**src/rtl/clk_time_loader_pkg.sv**
```systemverilog
// Shared constants and types for the real-time clock load initiator.
// Holds field limits, clock register addresses and the loader state encoding.
package clk_time_loader_pkg;

    localparam logic [1:0] ADDR_SEC = 2'b00;
    localparam logic [1:0] ADDR_MIN = 2'b01;
    localparam logic [1:0] ADDR_HR  = 2'b10;

    localparam logic [5:0] SEC_MAX = 6'd59;
    localparam logic [5:0] MIN_MAX = 6'd59;
    localparam logic [4:0] HR_MAX  = 5'd23;

    typedef enum logic [2:0] {
        ST_IDLE,
        ST_CHECK,
        ST_WR_HR,
        ST_WR_MIN,
        ST_WR_SEC,
        ST_VERIFY
    } loader_state_e;

    typedef struct packed {
        logic [4:0] hr;
        logic [5:0] min;
        logic [5:0] sec;
    } hms_t;

endpackage

```
**src/rtl/clk_time_inc.sv**
```systemverilog
// Combinational one-second advance of an hh:mm:ss value, carrying into minutes
// and hours and wrapping 23:59:59 to 00:00:00.
module clk_time_inc
    import clk_time_loader_pkg::*;
(
    input  hms_t t_i,
    output hms_t t_o
);

    always_comb begin
        t_o = t_i;
        if (t_i.sec >= SEC_MAX) begin
            t_o.sec = 6'd0;
            if (t_i.min >= MIN_MAX) begin
                t_o.min = 6'd0;
                t_o.hr  = (t_i.hr >= HR_MAX) ? 5'd0 : t_i.hr + 5'd1;
            end else begin
                t_o.min = t_i.min + 6'd1;
            end
        end else begin
            t_o.sec = t_i.sec + 6'd1;
        end
    end

endmodule

```
**src/rtl/clk_time_loader.sv**
```systemverilog
// Loads one hh:mm:ss request into the real-time clock (hours, minutes, seconds),
// reads it back and rewrites on mismatch until the retry budget runs out.
//
// state     | meaning
// ST_IDLE   | ready for a request, captures fields on valid&&ready
// ST_CHECK  | range-check captured fields, error pulse if out of range
// ST_WR_HR  | load strobe to hours register
// ST_WR_MIN | load strobe to minutes register
// ST_WR_SEC | load strobe to seconds register
// ST_VERIFY | one settle cycle, then compare readback (done / retry / error)
module clk_time_loader
    import clk_time_loader_pkg::*;
#(
    parameter int MAX_RETRY = 3
) (
    input  logic       clk,
    input  logic       reset,
    input  logic       req_valid,
    output logic       req_ready,
    input  logic [4:0] req_hours,
    input  logic [5:0] req_minutes,
    input  logic [5:0] req_seconds,
    input  logic [5:0] q_seconds,
    input  logic [5:0] q_minutes,
    input  logic [4:0] q_hours,
    output logic       load,
    output logic [1:0] addrs,
    output logic [5:0] data_in,
    output logic       done,
    output logic       error
);

    localparam int RW = (MAX_RETRY < 1) ? 1 : $clog2(MAX_RETRY + 1);
    localparam logic [RW-1:0] RETRY_LIM = RW'(MAX_RETRY);

    loader_state_e state_q, state_d;
    hms_t          cap_q, cap_d;
    logic [RW-1:0] retry_q, retry_d;
    logic          vwait_q, vwait_d;
    logic          load_q, load_d;
    logic [1:0]    addrs_q, addrs_d;
    logic [5:0]    data_q, data_d;

    hms_t cap_inc;
    hms_t readback;
    logic range_bad;
    logic match;

    clk_time_inc u_inc (
        .t_i (cap_q),
        .t_o (cap_inc)
    );

    assign readback  = '{hr: q_hours, min: q_minutes, sec: q_seconds};
    assign range_bad = (cap_q.hr > HR_MAX) || (cap_q.min > MIN_MAX) || (cap_q.sec > SEC_MAX);
    // A base tick may land between the seconds write and the compare.
    assign match     = (readback == cap_q) || (readback == cap_inc);

    always_ff @(posedge clk or negedge reset) begin
        if (!reset) begin
            state_q <= ST_IDLE;
            cap_q   <= '0;
            retry_q <= '0;
            vwait_q <= 1'b0;
            load_q  <= 1'b0;
            addrs_q <= ADDR_SEC;
            data_q  <= 6'd0;
        end else begin
            state_q <= state_d;
            cap_q   <= cap_d;
            retry_q <= retry_d;
            vwait_q <= vwait_d;
            load_q  <= load_d;
            addrs_q <= addrs_d;
            data_q  <= data_d;
        end
    end

    always_comb begin
        state_d   = state_q;
        cap_d     = cap_q;
        retry_d   = retry_q;
        vwait_d   = 1'b0;
        req_ready = 1'b0;
        done      = 1'b0;
        error     = 1'b0;
        case (state_q)
            ST_IDLE: begin
                req_ready = 1'b1;
                if (req_valid) begin
                    cap_d   = '{hr: req_hours, min: req_minutes, sec: req_seconds};
                    retry_d = '0;
                    state_d = ST_CHECK;
                end
            end
            ST_CHECK: begin
                if (range_bad) begin
                    error   = 1'b1;
                    state_d = ST_IDLE;
                end else begin
                    state_d = ST_WR_HR;
                end
            end
            ST_WR_HR:  state_d = ST_WR_MIN;
            ST_WR_MIN: state_d = ST_WR_SEC;
            ST_WR_SEC: begin
                state_d = ST_VERIFY;
                vwait_d = 1'b1;
            end
            ST_VERIFY: begin
                if (vwait_q) begin
                    state_d = ST_VERIFY;
                end else if (match) begin
                    done    = 1'b1;
                    state_d = ST_IDLE;
                end else if (retry_q < RETRY_LIM) begin
                    retry_d = retry_q + 1'b1;
                    state_d = ST_WR_HR;
                end else begin
                    error   = 1'b1;
                    state_d = ST_IDLE;
                end
            end
            default: state_d = ST_IDLE;
        endcase
    end

    // Write strobes are registered so they line up with the WR_* states.
    always_comb begin
        load_d  = 1'b0;
        addrs_d = addrs_q;
        data_d  = data_q;
        case (state_d)
            ST_WR_HR: begin
                load_d  = 1'b1;
                addrs_d = ADDR_HR;
                data_d  = {1'b0, cap_d.hr};
            end
            ST_WR_MIN: begin
                load_d  = 1'b1;
                addrs_d = ADDR_MIN;
                data_d  = cap_d.min;
            end
            ST_WR_SEC: begin
                load_d  = 1'b1;
                addrs_d = ADDR_SEC;
                data_d  = cap_d.sec;
            end
            default: ;
        endcase
    end

    assign load    = load_q;
    assign addrs   = addrs_q;
    assign data_in = data_q;

endmodule

```
**config.mk**
```make
export PLATFORM = sky130hd
export DESIGN_NAME = clk_time_loader
export DESIGN_NICKNAME = d
export VERILOG_FILES = /design/src/rtl/clk_time_loader_pkg.sv /design/src/rtl/clk_time_inc.sv /design/src/rtl/clk_time_loader.sv
export SDC_FILE = /design/constraint.sdc
export NUM_CORES = 1
export LEC_CHECK = 0
export ABC_CLOCK_PERIOD_IN_PS = 8100
export CAP_MARGIN = 20
export CORE_MARGIN = 4
export CORE_UTILIZATION = 46
export CTS_BUF_LIST = sky130_fd_sc_hd__clkbuf_16
export DETAILED_ROUTE_END_ITERATION = 10
export PLACE_DENSITY_LB_ADDON = 0.08
export SLEW_MARGIN = 30
export SYNTH_ARGS = -nofsm -noshare
export SYNTH_HDL_FRONTEND = slang
export SYNTH_SLANG_ARGS = --single-unit
```
**constraint.sdc**
```tcl
create_clock -name clk -period 8.1 [get_ports clk]
set_input_delay 1.62 -clock clk [delete_from_list [all_inputs] [get_ports clk]]
set_output_delay 1.62 -clock clk [all_outputs]
set_load 0.02 [all_outputs]
```
==> impl_metrics.ini, run 1 <==
[run_status]
outcome = finished clean

[timing]
worst_pin_slew_ns = 0.6557
setup-tns-final_ns = 0
rsz0062_at_grt = false
setup_viol = 0
period_needed_ns = 6.348
hold_violations = 0
fin_hold_ws_ns = 0.5120
relSlewSlack_pct = 56.29
period_share_pct = 78.37
setup_ws_ns = 1.752
fmax_mhz = 157.5
slew_violations = 0
fin_skew_ns = 0.004645

[yosys]
ys_seq_elements = 32
synth.avg_cell_area_sq_um = 8.125
syn_inst = 314
async_flop_share_pct = 100.0
synthFlopType = dfrtp_1
synth_edf_count = 0
synth_warnings = 0
synth_cell_type_count = 57
netlist_area_sq_mm = 0.002551
synthTopCellsByCount = 65 x nand2_1, 32 x dfrtp_1, 24 x o21ai_0
yosys-top-cells-area = dfrtp_1 31%, nand2_1 9.6%, xor2_1 6.5%
synth.most_common_cell = nand2_1
ys_seq_area_share_pct = 31.39
synth.net_count = 355
synth_top_area_share_pct = 31.39
yosys.area.top_type = dfrtp_1

[setup_path]
cp-end-kind = primary output
path_class = input port to primary output
critPathMaxFanout = 4
arrival_ns = 4.73
crit_path_start_kind = input port
crit_required_ns = 6.48

[grt]
met3_usage_pct = 3.796
grt_use_met1_pct = 29.58
grt_util_met2_pct = 33.65
grt.busiest_layer = met2
grt_usage_pct = 20.84
grt_pass1_vias = 2195
grt_pass1_wl_microns = 10870
antenna_found_initial = 0
grt_max_degree = 33
grt_overflow = 0

[drt]
wl_per_cell_microns = 16.03
wl_microns = 6716
drc = 0
ant_nets = 0
num_vias = 2402
vias_per_cell = 5.733
first_iter_violations = 153
drt-pass1-iter-count = 4

[clocking]
cts.htree.levels = 2
numCtsBuffers = 5
post_cts_buffers = 0
cts_tree = yes
cts_root_buf = clkbuf_16
clk_path_buf_depth = 2
insertion_delay_ns = 0.27
holdBufCountCts = 0
cts.sinks = 32
path_clk_slew_ns = 0.05
cts_resized = 0

[power]
peakVddDrop_v = 0.0002064
power_density_mw_per_mm2 = 361.2
power_leakage_nw = 1.362
p_total_w = 0.001156

[die]
core_sq_mm = 0.005238
die_x_microns = 82.47
num_io_pins = 49
start_util_pct = 48.71
num_rows = 26
die_h_microns = 82.47
die_area_sq_mm = 0.006801

[cells_and_area]
nets = 389
diodes = 0
nFillCells = 442
multi_input_area_sq_mm = 0.001623
seq_area_sq_um = 800.8
area_growth_pct = 25.45
drive_gt1_share_pct = 6.590

[min_path]
hp-class = flop to flop

[placed_design]
hpwlAfterDp_microns = 5013
dp_slack_ns = 1.777
gp_congestion = 0.9511
port_buffers = 48

[run]
maxCapViolCount = 0
per-layer routing:
metal  up-vias  wire (microns)
li1       1208               -
met1      1130            3092
met2        60            3169
met3         4             427
met4         0              26
met5         -               0
kinds of logic (layout without fill, tap and decap cells):
kind of cell / after synthesis / after routing / share of synthesized area, %
compound gates: 79 / 79 / 21.63
xor+xnor: 24 / 24 / 8.239
fa+ha+maj: 5 / 5 / 2.354
buf+inv: 31 / 66 / 5.002
flops: 32 / 32 / 31.39
mux: 12 / 12 / 5.738
simple gates: 131 / 131 / 25.65
state kept, by name, summed over array words and instances, names as in the netlist:
name and count:
cap_q 17, data_in 6, vwait_q 1, retry_q 2, load 1, state_q 3, addrs 2
cell type report:
cell class,count,share of cell area (%)
clock buffers,5,3.909
repair buffers,50,15.48
multi-input cells,251,50.70
flip-flops and latches,32,25.02
inverters,8,0.9382
clock inverters,3,1.212
well taps,70,2.737
stage by stage:
stage                     instances  cell area (sq um)  util (%)
after floorplan                 314               2551         -
after global placement          411               3037     57.98
after detailed placement        411               3037     57.98
after CTS                       419               3201     61.11
after global routing            419               3201     61.11
final                           419               3201     61.11
worst max-delay path, cell delays in order:
cell             delay (ns)
clkdlybuf4s50_1        0.52
or2_2                  0.14
nor3_1                 0.05
a211o_1                0.29
a2111oi_0              0.50
nand4_1                0.24
or4_4                  0.48
nand2b_1               0.14
and2_1                 0.14
clkdlybuf4s50_1        0.59
power breakdown:
part | switching, W | internal [W]
Clock | 0.0000630 | 0.000143
Sequential | 0.000148 | 0.000233
Combinational | 0.000300 | 0.000269
Total | 0.000511 | 0.000645
final timing paths:
check                                 from          to  slack (ns)  cells after the start
worst min register to register    addrs[1]    addrs[1]        0.51                      1
worst max-delay path            q_hours[3]        done        1.75                     10
worst min-delay path              addrs[1]    addrs[1]        0.51                      1
worst max register to register    cap_q[0]  data_in[0]        4.31                     10
max in group asynchronous            reset  state_q[2]        6.04                      2
min in group asynchronous            reset  state_q[0]        1.75                      2
cells in the final DEF (no fill, tap or decap), drive strengths merged, types with 3 or more instances in the layout:
cell type	instances
nand2	65
clkdlybuf4s50	48
dfrtp	32
o21ai	24
xor2	19
a21oi	11
nor2	10
inv	9
a31oi	8
nand3	8
nor3	6
mux2i	6
nor4	6
mux2	6
xnor2	5
and3	5
or3	5
nand4	5
clkbuf	5
o22ai	5
nand2b	4
ha	4
a211oi	3
o31ai	3
nor2b	3
o21a	3
nand3b	3
or4	3
Note: power is estimated with default switching activity, not from simulation.
==> inputs of run 2 (changes only) <==
Settings changed: ABC_CLOCK_PERIOD_IN_PS 8100 to 5200.
Clock period 8.1 ns to 5.2 ns, I/O delays scaled along.
==> run 2 against run 1 <==
Effect of this change: critical path depth did not move; global-route usage rose by 1.7 points; non-clock buffer count grew 9; clock power is 36% higher; sequential share of layout area down 0.39 points; critical path type is now flop to primary output; critical endpoint unchanged; highest routed layer unchanged.
==> impl_metrics.ini, run 2 (same netlist as run 1, synthesis figures left out) <==
[power]
peakVddDrop_v = 0.0003966
p_total_w = 0.001805
power_leakage_nw = 1.392
power_density_mw_per_mm2 = 555.2

[timing]
fmax_mhz = 198.7
hold_violations = 0
fin_hold_ws_ns = 0.4913
fin_skew_ns = 0.003446
setup-tns-final_ns = 0
period_needed_ns = 5.034
period_share_pct = 96.81
setup_viol = 0
relSlewSlack_pct = 51.29
worst_pin_slew_ns = 0.7306
rsz0062_at_grt = false
slew_violations = 0

[clocking]
clk_path_buf_depth = 2
cts_root_buf = clkbuf_16
numCtsBuffers = 5
cts.htree.levels = 2
insertion_delay_ns = 0.28
cts.sinks = 32
path_clk_slew_ns = 0.05
cts_tree = yes

[grt]
grt_pass1_vias = 2328
grt_pass1_wl_microns = 11540
grt_max_degree = 33
grt_usage_pct = 22.51
grt_overflow = 0
antenna_found_initial = 0

[cells_and_area]
area_growth_pct = 27.46
largest_register_ffs = 17
diodes = 0
layout_common_cells = 65 x nand2_1, 48 x clkdlybuf4s50_1, 32 x dfrtp_1, 24 x o21ai_0, 19 x xor2_1
final_common_cell = nand2_1
final_cells = 428
seq_area_sq_um = 800.8
nets = 398
multi_input_area_sq_mm = 0.001632
top_register = cap_q
fin_util_pct = 62.09
nFillCells = 491
drive_gt1_share_pct = 9.497

[drt]
ant_nets = 0
vias_per_cell = 5.727
drc = 0
wl_microns = 6997
wl_per_cell_microns = 16.35
drt-pass1-iter-count = 4
first_iter_violations = 114
num_vias = 2451

[setup_path]
cp.buffers_inverters = 1
cp-end-kind = primary output
arrival_ns = 3.99
critPathSlowestCell = clkdlybuf4s50_1
max_stage_delay_ns = 0.59
critPathMaxFanout = 8
cp_common_cell = or4_4
crit_path_start_kind = flop
path_class = flop to primary output
crit_family = simple AND/OR/NAND/NOR gates
crit_chain = ha_2 -> o2111ai_4 -> or4_1 -> a21oi_1 -> nor2_1 -> or4_4 -> or4_4 -> nand2b_1 -> and2_1 -> clkdlybuf4s50_1
crit_required_ns = 4.16

[die]
core_sq_mm = 0.005238
start_util_pct = 48.71
num_rows = 26
die_area_sq_mm = 0.006801
die_x_microns = 82.47
die_h_microns = 82.47
num_io_pins = 49

[run_status]
outcome = finished clean

[run]
maxCapViolCount = 0

[placed_design]
place_inst = 420
hpwlAfterDp_microns = 5337
gp_congestion = 0.9088
port_buffers = 48

[min_path]
hp-class = flop to flop
run 2: path summary, 6_finish.rpt:
kind	slack (ns)	cells after the start	start	endpoint
max in group asynchronous	3.74	2	reset	data_in[1]
hold / removal	0.49	1	addrs[1]	addrs[1]
setup reg to reg	1.81	9	cap_q[6]	data_in[1]
setup / recovery	0.17	10	cap_q[6]	done
hold reg to reg	0.49	1	addrs[1]	addrs[1]
min in group asynchronous	1.16	2	reset	state_q[0]
run 2: area by class of cell:
cell class,instances,area share [%]
inverters,8,0.9234
repair buffers,59,17.31
flip-flops and latches,32,24.62
clock buffers,5,3.848
multi-input cells,251,50.17
well taps,70,2.693
clock inverters,3,0.4232
run 2: layer usage:
| layer | vias to the layer above | share of wire (%) | GRT usage (%) |
|---|---|---|---|
| met5 | - | 0 | 0 |
| met4 | 0 | 0.87 | 5.980 |
| met3 | 9 | 8.3 | 4.121 |
| met2 | 72 | 48 | 36.38 |
| met1 | 1137 | 43 | 30.76 |
| li1 | 1233 | - | - |
run 2: where the power goes:
group / total, W / internal, W / switching [W]
sequential: 0.000534 / 0.000364 / 0.000171
combinational: 0.000991 / 0.000452 / 0.000539
clock: 0.000280 / 0.000174 / 0.000106
run 2: what timing repair did:
item                       4_1_cts  5_1_grt
resized for setup                0        3
setup buffers                    0        0
setup endpoints to repair        0        2
hold buffers                     0        0
run 2: per-stage QoR:
step           setup WS (ns)  instance area (sq um)
6_report              0.1661                   3252
5_1_grt              0.02673                   3252
4_1_cts              0.07062                   3243
3_5_place_dp         0.07277                   3104
3_3_place_gp          0.1724                   3104
2_1_floorplan          1.152                   2551
==> RTL edit 1, RTL diff (config.mk and constraints of run 2) <==
Make the reset (`reset`) synchronous in one clocked block.
--- a/src/rtl/clk_time_loader.sv
+++ b/src/rtl/clk_time_loader.sv
@@ -56,7 +56,7 @@
     // A base tick may land between the seconds write and the compare.
     assign match     = (readback == cap_q) || (readback == cap_inc);
 
-    always_ff @(posedge clk or negedge reset) begin
+    always_ff @(posedge clk) begin
         if (!reset) begin
             state_q <= ST_IDLE;
             cap_q   <= '0;
Behaviour: differs if reset is asserted again (counterexample within 4 cycles, from zero or initial values and one cycle with reset low); with reset held inactive, the same outputs for 10 cycles.
==> RTL edit 1 against run 2 <==
Register-to-register slack lost 0.16 ns; largest cell class unchanged; global-route usage is 0.20 points higher; die area rose by 0.18%; design area decreased by 1.8%; routed wire length increased by 3.9%; sequential cell count is the same; worst hold slack got worse by 0.032 ns; setup slack improved by 0.11 ns; sequential share of layout area down 4.6 points; area after synthesis up 0.20%.
Power is not compared: it rests on default switching activity, and its combinational part moved more than twofold at a synthesized area within 25%.
==> RTL edit 1: results <==
metrics = {
    "layout": {
        "buffers": 56,
        "nets": 407,
        "sh_seq_area": 0.201,
        "drive_above_1_share": 0.0683,
        "fin_util": 0.610,
        "nFillCells": 474,
        "multi_input_area_share": 0.557,
        "num-nonclk-inverters": 5,
        "clk_share": 0.0415,
    },
    "routing": {
        "met2_length_mm": 3.35,
        "drt_iter0_drc": 191,
        "m1WireLength_mm": 3.32,
        "wire_per_inst_um": 16.7,
        "firstDrtPassIters": 5,
        "vias": 2581,
    },
    "placed_design": {
        "hpwl_mm": 5.36,
        "place_area_um2": 3060,
        "dp_worst_setup_slack_ns": 0.300,
        "gp_congestion": 0.965,
    },
    "global_route": {
        "grt_usage": 0.227,
        "met1_usage": 0.313,
        "grt_use_met3": 0.0369,
        "grt.busiest_layer": "met2",
        "grt_pass1_vias": 2381,
        "grt_pass1_wl_mm": 11.8,
    },
    "timing": {
        "relSlewSlack": 0.502,
    },
    "synth": {
        "yosysUniqueCellTypes": 56,
        "synth_compound_area_frac": 0.256,
        "synth_fa_ha_area_frac": 0.0235,
        "seq_area_frac_synth": 0.251,
        "synth_xor_xnor_area_share": 0.0822,
        "ys_async_sr_fraction": 0,
        "syn_area_per_cell_um2": 7.75,
        "synth_nets": 371,
        "synth_top_flop_cell": "dfxtp_1",
    },
    "worst_setup_path": {
        "max_stage_delay_ns": 0.56,
        "cp_max_fo": 5,
    },
    "power_and_ir_drop": {
        "irDropWorstVdd_mv": 0.175,
        "p_int_mw": 0.534,
    },
    "hold_path": {
        "hold_path_class": "reg -> reg",
    },
    "floorplan": {
        "die_w_um": 82.5,
    },
    "outcome": {
        "status": "finished, final reports clean",
    },
}
## RTL edit 1: worst paths after layout
| kind | slack [ns] | to | cells after the start | from |
|---|---|---|---|---|
| min | 0.46 | data_in[1]$_SDFFE_PN0P_ | 2 | data_in[1]$_SDFFE_PN0P_ |
| min reg2reg | 0.46 | data_in[1]$_SDFFE_PN0P_ | 2 | data_in[1]$_SDFFE_PN0P_ |
| max reg2reg | 1.65 | data_in[4]$_SDFFE_PN0P_ | 10 | cap_q[7]$_SDFF_PN0_ |
| max | 0.28 | error | 9 | q_hours[3] |
## RTL edit 1: power groups by stage
stage	registers [mW]	clock network (mW)	logic, mW
6_report	0.300	0.268	0.199
5_1_grt	0.303	0.286	0.217
4_1_cts	0.299	0.273	0.199
3_5_place_dp	0.303	0	0.197
3_3_place_gp	0.303	0	0.198
2_1_floorplan	0.286	0	0.136
==> RTL edit 2, RTL diff (config.mk and constraints of run 2) <==
Without the edit above. Change the parameter `MAX_RETRY` from 3 to 6.
--- a/src/rtl/clk_time_loader.sv
+++ b/src/rtl/clk_time_loader.sv
@@ -11,7 +11,7 @@
 module clk_time_loader
     import clk_time_loader_pkg::*;
 #(
-    parameter int MAX_RETRY = 3
+    parameter int MAX_RETRY = 6
 ) (
     input  logic       clk,
     input  logic       reset,
Check against the original RTL: same outputs for any inputs over 10 cycles, from zero or initial values and one cycle with reset low; that may be too few to reach the edited logic, so the function may still have changed.
==> RTL edit 2 against run 2 <==
Routed wire length down 3.1%; sequential share of layout area grew 0.98 points; worst hold slack improved by 0.028 ns; setup slack improved by 0.21 ns; clock skew barely moved; clock power decreased by 5%; sequential cell count rose by 1; die area increased by 3.3%; synthesized cell count increased by 0.96%; design area shrank 0.81%; final cell count fell by 0.93%; total power shrank 3.4%; non-clock buffer count shrank 9; area after synthesis grew 3.7%.
==> RTL edit 2: results <==
metrics = {
    "synth": {
        "synth_nets": 358,
        "seq_area_frac_synth": 0.312,
        "synth_area_leaders": "dfrtp_1 (31%), nand2_1 (9.1%), xor2_1 (7.3%)",
        "synthTopCellsByCount": "nand2_1 (64), dfrtp_1 (33), xor2_1 (22), inv_1 (16), a21oi_1 (15)",
        "syn_area_per_cell_um2": 8.34,
    },
    "worst_setup_path": {
        "crit_family": "buffers and inverters",
        "arrival_ns": 3.78,
        "cp_max_fo": 5,
    },
    "layout": {
        "nets": 394,
        "top_register": "cap_q",
        "nFillCells": 538,
    },
    "cts": {
        "clk_latency_ns": 0.27,
        "cts_resized": 0,
        "h-tree-depth": 2,
    },
    "global_route": {
        "antenna_found_initial": 0,
        "grt_usage": 0.201,
        "grt_pass1_vias": 2281,
        "grt_pass1_wl_mm": 11.4,
        "grt_max_degree": 34,
    },
    "routing": {
        "vias": 2376,
        "wire_per_inst_um": 16.0,
        "via_per_inst": 5.60,
        "drt_iter0_drc": 215,
    },
    "power_and_ir_drop": {
        "leakage_nw": 1.39,
    },
    "timing": {
        "finClkSkew_ns": 0.00316,
        "tightestPinTransition_ns": 0.743,
    },
    "outcome": {
        "status": "finished, final reports clean",
    },
    "placed_design": {
        "hpwl_mm": 5.16,
        "gp_congestion": 0.912,
    },
}
-- RTL edit 2: kinds of logic after synthesis --
group                    count (synthesis)  share of synthesized area
AO/OA/AOI/OAI                           68                      0.206
XOR/XNOR                                29                     0.0960
adder cells (fa/ha/maj)                  4                     0.0189
buffers and inverters                   37                     0.0738
flip-flops                              33                      0.312
multiplexers                            14                     0.0535
AND/OR/NAND/NOR                        132                      0.239
-- RTL edit 2: cell type report --
cell class | count | area share
Timing Repair Buffer | 50 | 0.154
Clock buffer | 5 | 0.0388
Multi-Input combinational cell | 247 | 0.503
Tap cell | 72 | 0.0279
Sequential cell | 33 | 0.256
Clock inverter | 1 | 0.00155
Inverter | 16 | 0.0186
-- RTL edit 2: worst min-delay path, cell delays in order, from the launching register on --
cell and delay [ns]:
dfrtp_1 0.37, inv_1 0.05, mux2i_1 0.05
-- RTL edit 2: path summary, 6_finish.rpt --
check	from	end	slack, ns	cells past startpoint
worst max-delay path	q_seconds[1]	done	0.38	9
worst min-delay path	data_in[3]$_DFFE_PN0P_	data_in[3]$_DFFE_PN0P_	0.52	2
worst max register to register	cap_q[0]$_DFF_PN0_	addrs[1]$_DFFE_PN0P_	1.83	10
worst min register to register	data_in[3]$_DFFE_PN0P_	data_in[3]$_DFFE_PN0P_	0.52	2
max in group asynchronous	reset	cap_q[3]$_DFF_PN0_	3.73	2
min in group asynchronous	reset	cap_q[12]$_DFF_PN0_	1.17	2
-- RTL edit 2: metrics by stage --
step | worst slack (ns) | instance area [um^2] | util
2_1_floorplan | 1.48 | 2650 | -
3_3_place_gp | 0.407 | 3100 | 0.559
3_5_place_dp | 0.353 | 3100 | 0.559
4_1_cts | 0.350 | 3230 | 0.582
5_1_grt | 0.191 | 3230 | 0.582
6_report | 0.377 | 3230 | 0.582
-- RTL edit 2: metal layers --
| metal | up-vias | track usage | wire length (um) |
|---|---|---|---|
| li1 | 1189 | - | - |
| met1 | 1124 | 0.270 | 3200 |
| met2 | 57 | 0.322 | 3170 |
| met3 | 6 | 0.0513 | 368 |
| met4 | 0 | 0.0497 | 51 |
| met5 | - | 0 | 0 |
-- RTL edit 2: power breakdown --
part           internal [mW]  switching (mW)
combinational          0.405           0.473
clock                  0.170          0.0945
sequential             0.372           0.230
